`src/rtl/hazard_scoreboard.sv`:
```
// rtl/hazard_scoreboard.sv - per-register latency scoreboard and pipeline hazard controller
//
// Purpose: tracks, for every GPR, how many cycles remain until an in-flight
// result can be forwarded, and from that decides data stalls for the
// instruction in ID. Also sequences the post-jump IF_ID flush, EXE branch
// redirects, and keeps stall/flush performance counters.
//
// Ports:
//   clk, rst_n                  clock, asynchronous active-low reset
//   id_valid                    ID holds a real instruction
//   id_rs1_addr/_re/_early      source 1 address, read enable, consumed-in-ID flag
//   id_rs2_addr/_re             source 2 address, read enable
//   id_rd_addr/_we              destination address, write enable
//   id_lat                      producer latency until forwardable to EXE
//   id_is_jump                  JAL/JALR in ID
//   exe_redirect                taken branch resolved in EXE
//   if_id_mode, id_exe_mode     pipeline register controls (00 normal, 01 stall, 10 flush)
//   if_stall                    hold PC
//   signal_cycle                0 none, 1 data stall, 2 control flush, 3 redirect
//   stall_count, flush_count    wrapping performance counters

module hazard_scoreboard #(
  parameter int NUM_REGS     = 32,
  parameter int ADDR_W       = 5,
  parameter int LAT_W        = 3,
  parameter int ID_EXTRA     = 1,
  parameter int JUMP_PENALTY = 1,
  parameter int SIG_W        = 2
) (
  input  logic              clk,
  input  logic              rst_n,
  input  logic              id_valid,
  input  logic [ADDR_W-1:0] id_rs1_addr,
  input  logic [ADDR_W-1:0] id_rs2_addr,
  input  logic              id_rs1_re,
  input  logic              id_rs2_re,
  input  logic              id_rs1_early,
  input  logic [ADDR_W-1:0] id_rd_addr,
  input  logic              id_rd_we,
  input  logic [LAT_W-1:0]  id_lat,
  input  logic              id_is_jump,
  input  logic              exe_redirect,
  output logic [1:0]        if_id_mode,
  output logic [1:0]        id_exe_mode,
  output logic              if_stall,
  output logic [SIG_W-1:0]  signal_cycle,
  output logic [31:0]       stall_count,
  output logic [31:0]       flush_count
);

  localparam int MAX_CNT = (1 << LAT_W) - 1 + ID_EXTRA;
  localparam int CW      = $clog2(MAX_CNT + 1);
  localparam int PW      = (JUMP_PENALTY > 1) ? $clog2(JUMP_PENALTY + 1) : 1;

  localparam logic [1:0] MODE_NORMAL = 2'b00;
  localparam logic [1:0] MODE_STALL  = 2'b01;
  localparam logic [1:0] MODE_FLUSH  = 2'b10;

  localparam logic [SIG_W-1:0] SIG_NONE  = SIG_W'(0);
  localparam logic [SIG_W-1:0] SIG_DATA  = SIG_W'(1);
  localparam logic [SIG_W-1:0] SIG_CTRL  = SIG_W'(2);
  localparam logic [SIG_W-1:0] SIG_REDIR = SIG_W'(3);

  localparam logic [CW-1:0] EXTRA_C = CW'(ID_EXTRA);

  typedef enum logic {
    IDLE  = 1'b0,
    FLUSH = 1'b1
  } jump_state_t;

  logic [CW-1:0] cnt_q [NUM_REGS];
  logic [CW-1:0] cnt_d [NUM_REGS];
  jump_state_t   state_q, state_d;
  logic [PW-1:0] rem_q, rem_d;
  logic [31:0]   stall_count_q, stall_count_d;
  logic [31:0]   flush_count_q, flush_count_d;

  logic [CW-1:0] rs1_cnt, rs2_cnt;
  logic          hz_rs1_normal, hz_rs1_early, hz_rs2;
  logic          data_stall;
  logic          issue;
  logic          stall_shown;

  // Entry 0 is never consulted, so x0 reads see a zero count.
  always_comb begin
    rs1_cnt = '0;
    rs2_cnt = '0;
    for (int r = 1; r < NUM_REGS; r++) begin
      if (id_rs1_addr == ADDR_W'(r)) rs1_cnt = cnt_q[r];
      if (id_rs2_addr == ADDR_W'(r)) rs2_cnt = cnt_q[r];
    end
  end

  // EXE-consumed operands can take a result ID_EXTRA cycles earlier than
  // an ID-consumed one, hence the different thresholds.
  assign hz_rs1_normal = id_rs1_re && (id_rs1_addr != '0) && !id_rs1_early
                         && (rs1_cnt > EXTRA_C);
  assign hz_rs1_early  = id_rs1_re && (id_rs1_addr != '0) && id_rs1_early
                         && (rs1_cnt != '0);
  assign hz_rs2        = id_rs2_re && (id_rs2_addr != '0) && (rs2_cnt > EXTRA_C);

  assign data_stall  = id_valid && (hz_rs1_normal || hz_rs1_early || hz_rs2);
  assign issue       = id_valid && !data_stall && !exe_redirect;
  assign stall_shown = data_stall && !exe_redirect;

  always_comb begin
    if_id_mode   = MODE_NORMAL;
    id_exe_mode  = MODE_NORMAL;
    if_stall     = 1'b0;
    signal_cycle = SIG_NONE;
    if (exe_redirect) begin
      if_id_mode   = MODE_FLUSH;
      id_exe_mode  = MODE_FLUSH;
      signal_cycle = SIG_REDIR;
    end else if (data_stall) begin
      if_id_mode   = MODE_STALL;
      id_exe_mode  = MODE_FLUSH;
      if_stall     = 1'b1;
      signal_cycle = SIG_DATA;
    end else if (state_q == FLUSH) begin
      if_id_mode   = MODE_FLUSH;
      signal_cycle = SIG_CTRL;
    end
  end

  // Issue write wins over the per-cycle decrement of the same entry.
  always_comb begin
    cnt_d[0] = '0;
    for (int r = 1; r < NUM_REGS; r++) begin
      cnt_d[r] = (cnt_q[r] != '0) ? cnt_q[r] - CW'(1) : '0;
      if (issue && id_rd_we && (id_rd_addr == ADDR_W'(r))) begin
        cnt_d[r] = CW'(id_lat) + EXTRA_C;
      end
    end
  end

  // The flush window keeps counting even while a data stall owns the
  // outputs; only a redirect cuts it short.
  always_comb begin
    state_d = state_q;
    rem_d   = rem_q;
    if (exe_redirect) begin
      state_d = IDLE;
      rem_d   = '0;
    end else begin
      case (state_q)
        IDLE: begin
          if (issue && id_is_jump) begin
            state_d = FLUSH;
            rem_d   = PW'(JUMP_PENALTY);
          end
        end
        FLUSH: begin
          if (rem_q <= PW'(1)) begin
            state_d = IDLE;
            rem_d   = '0;
          end else begin
            rem_d = rem_q - PW'(1);
          end
        end
        default: begin
          state_d = IDLE;
          rem_d   = '0;
        end
      endcase
    end
  end

  always_comb begin
    stall_count_d = stall_count_q;
    flush_count_d = flush_count_q;
    if (stall_shown) stall_count_d = stall_count_q + 32'd1;
    if (if_id_mode == MODE_FLUSH) flush_count_d = flush_count_q + 32'd1;
  end

  always_ff @(posedge clk or negedge rst_n) begin
    if (!rst_n) begin
      for (int r = 0; r < NUM_REGS; r++) cnt_q[r] <= '0;
      state_q       <= IDLE;
      rem_q         <= '0;
      stall_count_q <= '0;
      flush_count_q <= '0;
    end else begin
      for (int r = 0; r < NUM_REGS; r++) cnt_q[r] <= cnt_d[r];
      state_q       <= state_d;
      rem_q         <= rem_d;
      stall_count_q <= stall_count_d;
      flush_count_q <= flush_count_d;
    end
  end

  assign stall_count = stall_count_q;
  assign flush_count = flush_count_q;

endmodule

```
`config.mk`:
```
export PLATFORM = sky130hd
export DESIGN_NAME = hazard_scoreboard
export DESIGN_NICKNAME = d
export VERILOG_FILES = /design/src/rtl/hazard_scoreboard.sv
export SDC_FILE = /design/constraint.sdc
export NUM_CORES = 1
export LEC_CHECK = 0
export ABC_AREA = 1
export CORE_ASPECT_RATIO = 2
export CORE_MARGIN = 1
export CORE_UTILIZATION = 47
export DETAILED_ROUTE_END_ITERATION = 7
export HOLD_SLACK_MARGIN = 0.12
export PLACE_DENSITY = 0.71
export SLEW_MARGIN = 15
export SYNTH_ARGS = -nofsm -noshare
export SYNTH_HDL_FRONTEND = slang
export SYNTH_SLANG_ARGS = --single-unit
```
`constraint.sdc`:
```
create_clock -name clk -period 13.3 [get_ports clk]
set_clock_uncertainty 0.15 [all_clocks]
set_input_delay 3.325 -clock clk [delete_from_list [all_inputs] [get_ports clk]]
set_output_delay 3.325 -clock clk [all_outputs]
set_load 0.02 [all_outputs]
```
== Word-level counts from Yosys, hierarchy flattened ==
Cells that the tools add are included.

* Bits of input ports: 27
* Memories kept: 0
* Memory bits (writable): 0
* Bits in latches: 0
* Word-level logic and storage cells: 392
* Memory bits (read-only): 0
* Register bits: 190

* $mul: 0
* Divide/modulo/power cells: 0
* Multiplexer cells: 140
* Reduce and logical (&&, ||, !) cells: 83
* $add $sub $neg: 35
* $lt $le $gt $ge: 3
* Eq/ne operators: 95
* Bitwise gates (word level): 1
* Shifts and indexed selects: 0

{| class="wikitable"
|+ Operators with widths
! operator !! number
|-
| $mux W4 || 124
|-
| $eq A5 B5 Y1 const B || 48
|-
| $reduce_bool A4 Y1 || 32
|-
| $sub A4 B1 Y4 const B || 31
|-
| $eq A5 B4 Y1 const B || 24
|-
| $add A32 B1 Y32 const B || 2
|-
| $eq A5 B3 Y1 const B || 12
|-
| $logic_and A1 B1 Y1 || 44
|-
| $eq A5 B2 Y1 const B || 6
|-
| $eq A5 B1 Y1 const B || 3
|-
| $mux W2 || 6
|-
| $reduce_bool A5 Y1 || 2
|-
| $gt A4 B1 Y1 const B || 2
|-
| $mux W1 || 8
|-
| $add A3 B1 Y4 const B || 1
|-
| $pmux W1 S2 || 2
|-
| $logic_not A1 Y1 || 3
|-
| $ne A3 B3 Y1 const B || 1
|-
| $eq A2 B2 Y1 const B || 1
|-
| $logic_or A1 B1 Y1 || 2
|-
| $le A1 B1 Y1 const B || 1
|-
| $not A1 Y1 || 1
|-
| $sub A1 B1 Y1 const B || 1
|}

== Longest topological paths before layout ==
Gate-level depths: netlist (run 1).

* Depth after elaboration: 44
* Gate-level depth with buffers: 34
* Gate-level depth less buffers: 33

== Worst setup path after synthesis (run 1) ==
OpenSTA, ideal clock, no wires.

* Path kind: input-to-output
* From: input id_rs1_addr[4]
* To: output signal_cycle[1]
* Data arrival time: 5.955 ns
* Setup slack: 3.870 ns
* Buffers on the path: 3
* Cell stages on the path: 33
* Path through: buf_2 > inv_2 > nand3_1 > or2_0 > o21ai_1 > nand4_1 > nand2_1 > nand2_1 > nand2_1 > nand3_1 > nand2_1 > nand4_1 > nand2_1 > nand3_1 > nand2_1 > nand3_1 > nand2_1 > nand2_1 > nand2_1 > nand2_1 > nand2_1 > nand4_1 > nand2_1 > nand2_1 > nand2_1 > nand2_1 > nand2_2 > nand2_1 > nand3_2 > nand2_1 > buf_2 > inv_1 > buf_4

* Longest elaborated chain between the ends: 39
* Elaborated cells on any way between the ends: 75
* Classes of those cells: order compare (1); eq/ne (31); mux (33); reduce/logical (10)

{| class="wikitable"
|+ RTL lines
! what !! line !! source
|-
| start, declared || 33 || <nowiki>input logic [ADDR_W-1:0] id_rs1_addr,</nowiki>
|-
| $eq A5 B1 Y1 || 89 || <nowiki>if (id_rs1_addr == ADDR_W'(r)) rs1_cnt = cnt_q[r];</nowiki>
|-
| $mux W4 (31 in a row) || 89 ||
|-
| $gt A4 B1 Y1 or $reduce_bool A4 Y1 (tied branches) || 97, 99 ||
|-
| $logic_and A1 B1 Y1 (on tied branches) || 97, 99 ||
|-
| $logic_or A1 B1 Y1 * (2 in a row) || 102 || <nowiki>assign data_stall = id_valid && (hz_rs1_normal || hz_rs1_early || hz_rs2);</nowiki>
|-
| $logic_and A1 B1 Y1 * || 102 ||
|-
| $mux W2 * || 115 || <nowiki>end else if (data_stall) begin</nowiki>
|-
| $mux W2 * || 111 || <nowiki>if (exe_redirect) begin</nowiki>
|-
| end, declared || 46 || <nowiki>output logic [SIG_W-1:0] signal_cycle,</nowiki>
|}

Mark *: on every way between the ends. The rest lies on a longest branch, timed or not.

== Worst setup path in the final report (run 1) ==
* From: input id_rs2_addr[4]
* To: output signal_cycle[1]

* Longest elaborated chain between the ends: 38
* Elaborated cells on any way between the ends: 70
* Classes of those cells: order compare (1); eq/ne (31); mux (33); reduce/logical (5)

{| class="wikitable"
|+ RTL lines
! what !! line !! source
|-
| start, declared || 34 || <nowiki>input logic [ADDR_W-1:0] id_rs2_addr,</nowiki>
|-
| $eq A5 B1 Y1 || 90 || <nowiki>if (id_rs2_addr == ADDR_W'(r)) rs2_cnt = cnt_q[r];</nowiki>
|-
| $mux W4 (31 in a row) || 90 ||
|-
| $gt A4 B1 Y1 || 100 || <nowiki>assign hz_rs2 = id_rs2_re && (id_rs2_addr != '0) && (rs2_cnt > EXTRA_C);</nowiki>
|-
| $logic_and A1 B1 Y1 * || 100 ||
|-
| $logic_or A1 B1 Y1 * || 102 ||
|-
| $logic_and A1 B1 Y1 * || 102 ||
|-
| $mux W2 * || 115 ||
|-
| $mux W2 * || 111 ||
|}

Marks and branches as above.

==> qor.csv, run 1 <==
stage,metric,value,unit
status,outcome,finished clean,
timing,relSlewSlack,33.3,%
route,wl,47.4,mm
timing,max_freq,83.4,MHz
power_and_ir_drop,power_density,111,nW/um2
yosys,synth-seq-cells,189,
power_and_ir_drop,ir_drop,97.8,uV
clock_tree,cts_tree,yes,
route,drc,0,
placement,place_ws,1.44,ns
power_and_ir_drop,leakagePower,0.00732,uW
setup_path,critPathMaxFanout,32,
placement,dpl.hpwl,35.4,mm
yosys,postSynthAreaPerCell,6.49,um2
clock_tree,post_cts_buffers,0,
route,wl_per_cell,18.7,um
power_and_ir_drop,pwr-share-comb,27.8,%
power_and_ir_drop,p_seq_share,42.3,%
layout,final_common_cell,nand2_1,
setup_path,critPathKind,in2out,
layout,layout.nets,2195,
yosys,netlist-cell-type-count,41,
yosys,synth_edf_count,0,
yosys,synth_area,13700,um2
floorplan,die_y,243,um
timing,period_needed,12.00,ns
worst_hold_path,whs_endpoint,state_q$_DFF_PN0_,
power_and_ir_drop,clkPwrFrac,29.9,%
timing,post-route-period-util,90.2,%
timing,final.setup.tns,0,ns
floorplan,die_w,123,um
yosys,synth_top_area_cell,dfrtp_1,
global_routing,overflow,0,
layout,ff_latch_area,4730,um2
yosys,yosys.area.top_type_share,34.6,%
yosys,synth_area_leaders,"dfrtp_1 (35%), nand2_1 (18%), nand3_1 (7.5%)",
clock_tree,cts_hold_buf,0,
clock_tree,clkSlewWorstSetupHoldPaths,0.07,ns
layout,fillers,2888,
floorplan,pin_count,98,
timing,finalHoldViolCount,0,
global_routing,grt_max_degree,79,
route,drt_first_pass_iters,6,
worst_hold_path,hold_start,state_q$_DFF_PN0_,
floorplan,dieArea,29800,um2
floorplan,rows,88,
worst_hold_path,hp-class,reg2reg,
timing,final_max_slew_viol_count,0,
global_routing,antenna_found_initial,0,
setup_path,max_stage_delay,0.60,ns
yosys,syn_inst,2104,
global_routing,grt_first_pass_wirelength,73.8,mm
yosys,synthArstFlopShare,100,%
clock_tree,cts_sinks,189,
worst_hold_path,hold_path_depth,3,
floorplan,initial_core_util,47.5,%
global_routing,grt_pass1_vias,14100,
setup_path,cp.arrival,8.52,ns
setup_path,cp_common_cell,nand2_1,
placement,port_buffers,96,
timing,rsz0062_at_grt,no,
yosys,synth_ff_type,dfrtp_1,
clock_tree,cts_buffer_depth,2,
clock_tree,cts-resized-gates,0,
route,detail-route-antenna-nets,0,
layout,drive_above_1_share,4.04,%
yosys,syn-num-nets,2134,
setup_path,cp.required,9.82,ns
yosys,yosys_warnings,0,
layout,multi_input_area,7650,um2
power_and_ir_drop,p_sw,628,uW
global_routing,grt_usage,32.9,%
setup_path,r2r_slack,8.47,ns
route,via_per_inst,5.68,
power_and_ir_drop,p_int,1080,uW
timing,setup_viol,0,
layout,areaGrowthSynthToFinish,13.1,%
clock_tree,cts-root-buf,clkbuf_16,
setup_path,r2r_start,cnt_q[121]$_DFF_PN0_,
timing,hold_ws,0.364,ns
route,initialDrtViolationCount,1053,
floorplan,core_area,28700,um2
clock_tree,cts_htree_levels,4,
route,vias,14400,
setup_path,startpoint_type,input pin,
placement,place.gp.congestion,1.02,
setup_path,reg2reg_depth,23,
layout,antennaDiodeCount,0,
setup_path,crit_path_end_kind,output pin,
setup_path,rr_endpoint,cnt_q[96]$_DFF_PN0_,
timing,tightest_slew,1.00,ns
clock_tree,cts_buffers,17,
power_and_ir_drop,switching_share,36.7,%
layout,final_cell_mix,"nand2_1 (639), inv_1 (251), nor2_1 (242), nand3_1 (206), dfrtp_1 (189)",
clock_tree,clk-insertion-delay-late,0.46,ns
setup_path,crit_start,id_rs2_addr[4],
timing,setup_ws,1.30,ns
job,cap_violations,0,
setup_path,crit_path_top_delay_cell,clkdlybuf4s50_1,
yosys,yosysSeqAreaShare,34.6,%
-- critical path: cells and delay by family --
| kind | cells | cell delay (ns) |
|---|---|---|
| simple gates | 20 | 2.68 |
| compound gates | 1 | 0.13 |
| buf+inv | 8 | 2.33 |
-- logic make-up (layout without fill, tap and decap cells) --
group / count (synthesis) / after routing / share of synthesized area [%]
AO/OA/AOI/OAI: 302 / 302 / 13.9
buffers and inverters: 325 / 399 / 9.66
flip-flops: 189 / 189 / 34.6
adder cells (fa/ha/maj): 3 / 3 / 0.275
other: 1 / 1 / 0.0274
AND/OR/NAND/NOR: 1223 / 1223 / 37.6
XOR/XNOR: 61 / 61 / 3.91
-- sequential cells by signal (all words and copies together), names as in the netlist --
register     flops
cnt_q          124
stall_count     32
flush_count     32
state_q          1
-- through the flow --
step | utilization (%) | instance area [um2] | power (uW) | cells
after global routing | 53.7 | 15400 | 1810 | 2538
after global placement | 51.7 | 14900 | 1190 | 2505
after CTS | 53.7 | 15400 | 1710 | 2537
after floorplan | - | 13700 | 1030 | 2104
after detailed placement | 51.7 | 14900 | 1200 | 2505
final | 53.7 | 15400 | 1710 | 2538
-- metal layers --
layer  GRT usage, %  part of all wire, %  up-vias
li1               -                    -     6880
met5              0                    0        -
met2           59.8                   53      563
met1           30.9                   33     6731
met3           4.53                  4.2      231
met4           29.1                  9.5        0
-- Yosys cell counts (2+ instances only) --
cell type	instances
inv_1	252
dfrtp_1	189
nor2_1	243
buf_6	7
a211oi_1	2
o22ai_1	2
ha_1	3
o21bai_1	127
a21o_1	2
nand3_2	2
o21ai_1	2
xnor2_1	21
inv_2	4
a21oi_1	99
buf_2	26
nand3_1	206
nor4_1	16
nor2_2	4
or2_2	9
xor2_1	40
nor3_1	60
o21ai_0	51
nand4_1	36
nor3b_1	2
nand2_1	639
clkbuf_1	30
a31o_2	13
buf_4	4
-- cell type report --
cell class / instances / share of cell area (%)
clock buffers: 19 / 2.93
clock inverters: 13 / 0.745
inverters: 257 / 6.25
multi-input cells: 1590 / 49.5
flip-flops and latches: 189 / 30.6
well taps: 360 / 2.92
repair buffers: 110 / 7.01
-- how the worst max path moves through the flow --
stage,endpoint,depth (start not counted)
after floorplan,signal_cycle[1],33
after global placement,if_id_mode[1],29
after detailed placement,signal_cycle[1],29
after CTS,signal_cycle[1],29
after global routing,if_id_mode[1],29
final,signal_cycle[1],29
-- power groups by stage --
stage,logic [uW],clock network (uW),registers (uW)
2_1_floorplan,308,0,723
3_3_place_gp,459,0,731
4_1_cts,474,519,722
5_1_grt,534,539,733
6_report,475,512,724
3_5_place_dp,473,0,732
No activity file was read; power rests on OpenSTA's default activity.
==> run 2, diff against run 1 <==
Settings changed: CORE_UTILIZATION 47 to 25, PLACE_DENSITY 0.71 to 0.46.
==> qor.csv, run 2 (synthesized netlist as in run 1, its figures left out) <==
stage,metric,value,unit,change
floorplan,rows,120,,was 88
floorplan,die_y,333,um,was 243 um
route,vias,14000,,was 14400
timing,post-route-period-util,93.3,%,was 90.2%
layout,fin_cells,2850,,was 2538
timing,final_max_slew_viol_count,0,,unchanged
timing,finalHoldViolCount,0,,unchanged
global_routing,grt_max_degree,69,,was 79
clock_tree,cts_buffer_depth,2,,unchanged
worst_hold_path,hp-class,reg2reg,,unchanged
clock_tree,cts_buffers,17,,unchanged
timing,max_freq,80.6,MHz,was 83.4 MHz
setup_path,cp_num_buf_inv,6,,was 8
layout,layout.nets,2196,,was 2195
global_routing,grt_first_pass_wirelength,82.3,mm,was 73.8 mm
clock_tree,cts-root-buf,clkbuf_16,,unchanged
route,initialDrtViolationCount,1141,,was 1053
placement,place_ws,0.985,ns,was 1.44 ns
route,via_per_inst,4.92,,was 5.68
global_routing,grt_pass1_vias,14200,,was 14100
placement,port_buffers,96,,unchanged
global_routing,grt_usage,19.6,%,was 32.9%
route,drc,0,,unchanged
power_and_ir_drop,p_seq_share,41.7,%,was 42.3%
setup_path,cp.required,9.82,ns,about the same
power_and_ir_drop,pwr-share-comb,27.9,%,was 27.8%
setup_path,cp_common_cell,nand2_1,,unchanged
setup_path,critPathMaxFanout,40,,was 32
clock_tree,cts_sinks,189,,unchanged
layout,final_cell_mix,"nand2_1 (639), inv_1 (252), nor2_1 (242), nand3_1 (206), dfrtp_1 (189)",,"was nand2_1 (639), inv_1 (251), nor2_1 (242), nand3_1 (206), dfrtp_1 (189)"
layout,regMostFlops,cnt_q,,unchanged
clock_tree,post_cts_buffers,0,,unchanged
status,outcome,finished clean,,unchanged
timing,relSlewSlack,28.0,%,was 33.3%
job,cap_violations,0,,unchanged
layout,largest_reg_flops,124,,unchanged
timing,setup_ws,0.895,ns,was 1.30 ns
timing,setup_viol,0,,unchanged
clock_tree,cts_tree,yes,,unchanged
floorplan,initial_core_util,25.4,%,was 47.5%
layout,fin_util,29.5,%,was 53.7%
setup_path,critPathKind,in2out,,unchanged
power_and_ir_drop,fin_total_pwr,1730,uW,was 1710 uW
setup_path,worst_path_dominant_cell_family,buffers and inverters,,was simple AND/OR/NAND/NOR gates
power_and_ir_drop,ir_drop,90.9,uV,was 97.8 uV
power_and_ir_drop,p_int,1070,uW,was 1080 uW
clock_tree,clk-insertion-delay-late,0.47,ns,was 0.46 ns
power_and_ir_drop,power_density,109,nW/um2,was 111 nW/um2
power_and_ir_drop,switching_share,38.5,%,was 36.7%
timing,final.setup.tns,0,ns,unchanged
route,drt_first_pass_iters,7,,was 6
layout,fillers,5894,,was 2888
power_and_ir_drop,leakagePower,0.00733,uW,was 0.00732 uW
timing,tightest_slew,1.07,ns,was 1.00 ns
route,detail-route-antenna-nets,0,,unchanged
floorplan,die_w,167,um,was 123 um
placement,dpl.hpwl,41.4,mm,was 35.4 mm
setup_path,crit_path_top_delay_cell,clkdlybuf4s50_1,,unchanged
power_and_ir_drop,clkPwrFrac,30.4,%,was 29.9%
route,wl,53.9,mm,was 47.4 mm
setup_path,max_stage_delay,0.65,ns,was 0.60 ns
floorplan,pin_count,98,,unchanged
setup_path,crit_path_end_kind,output pin,,unchanged
setup_path,cp.arrival,8.93,ns,was 8.52 ns
clock_tree,cts-resized-gates,0,,unchanged
placement,place.gp.congestion,0.981,,was 1.02
placement,dp.cells,2818,,was 2505
clock_tree,cts_htree_levels,4,,unchanged
floorplan,dieArea,55600,um2,was 29800 um2
layout,drive_above_1_share,3.95,%,was 4.04%
clock_tree,clkSlewWorstSetupHoldPaths,0.08,ns,was 0.07 ns
global_routing,antenna_found_initial,0,,unchanged
global_routing,overflow,0,,unchanged
layout,areaGrowthSynthToFinish,15.9,%,was 13.1%
layout,final_common_cell,nand2_1,,unchanged
setup_path,startpoint_type,input pin,,unchanged
timing,period_needed,12.40,ns,was 12.00 ns
timing,rsz0062_at_grt,no,,unchanged
power_and_ir_drop,p_sw,666,uW,was 628 uW
clock_tree,cts_hold_buf,0,,unchanged
floorplan,core_area,53800,um2,was 28700 um2
layout,antennaDiodeCount,0,,unchanged
route,wl_per_cell,18.9,um,was 18.7 um
==> run 2: worst paths after layout <==
check	from	endpoint	slack (ns)	cells after the start
max	id_rs2_addr[4]	if_id_mode[0]	0.90	27
min	state_q$_DFF_PN0_	state_q$_DFF_PN0_	0.37	3
max reg2reg	cnt_q[122]$_DFF_PN0_	cnt_q[64]$_DFF_PN0_	8.34	25
min reg2reg	state_q$_DFF_PN0_	state_q$_DFF_PN0_	0.37	3
max in group asynchronous	rst_n	cnt_q[41]$_DFF_PN0_	8.93	2
min in group asynchronous	rst_n	cnt_q[78]$_DFF_PN0_	2.70	1
==> run 2: routing by layer <==
| metal | share of wire, % | track usage [%] | vias to the layer above |
|---|---|---|---|
| li1 | - | - | 6870 |
| met1 | 34 | 18.1 | 6606 |
| met2 | 55 | 38.4 | 389 |
| met3 | 3.0 | 2.44 | 156 |
| met4 | 7.6 | 15.0 | 0 |
| met5 | 0 | 0 | - |
==> run 2: layout make-up <==
class	count	area (um2)	area share, %
Inverter	257	965	6.09
Tap cell	671	840	5.30
Clock buffer	17	425	2.69
Clock inverter	15	150	0.948
Multi-Input combinational cell	1590	7650	48.3
Sequential cell	189	4730	29.9
Timing Repair Buffer	111	1080	6.80
==> run 2: power by group through the flow <==
| stage | logic (uW) | registers [uW] | clock network, uW |
|---|---|---|---|
| 2_1_floorplan | 308 | 723 | 0 |
| 3_3_place_gp | 478 | 732 | 0 |
| 3_5_place_dp | 484 | 734 | 0 |
| 4_1_cts | 487 | 723 | 547 |
| 5_1_grt | 543 | 732 | 559 |
| 6_report | 483 | 722 | 525 |
==> run 2: stage by stage <==
step	cell area, um2	hold WS (ns)
global placement	15300	0.346
global route	15800	0.412
finish	15800	0.367
detailed placement	15300	0.361
CTS	15800	0.376
floorplan	13700	0.322
==> run 2: worst min-delay path: cells and delay by family, from the launching register on <==
family	cells	cell delay [ns]
flops	1	0.33
simple gates	3	0.16
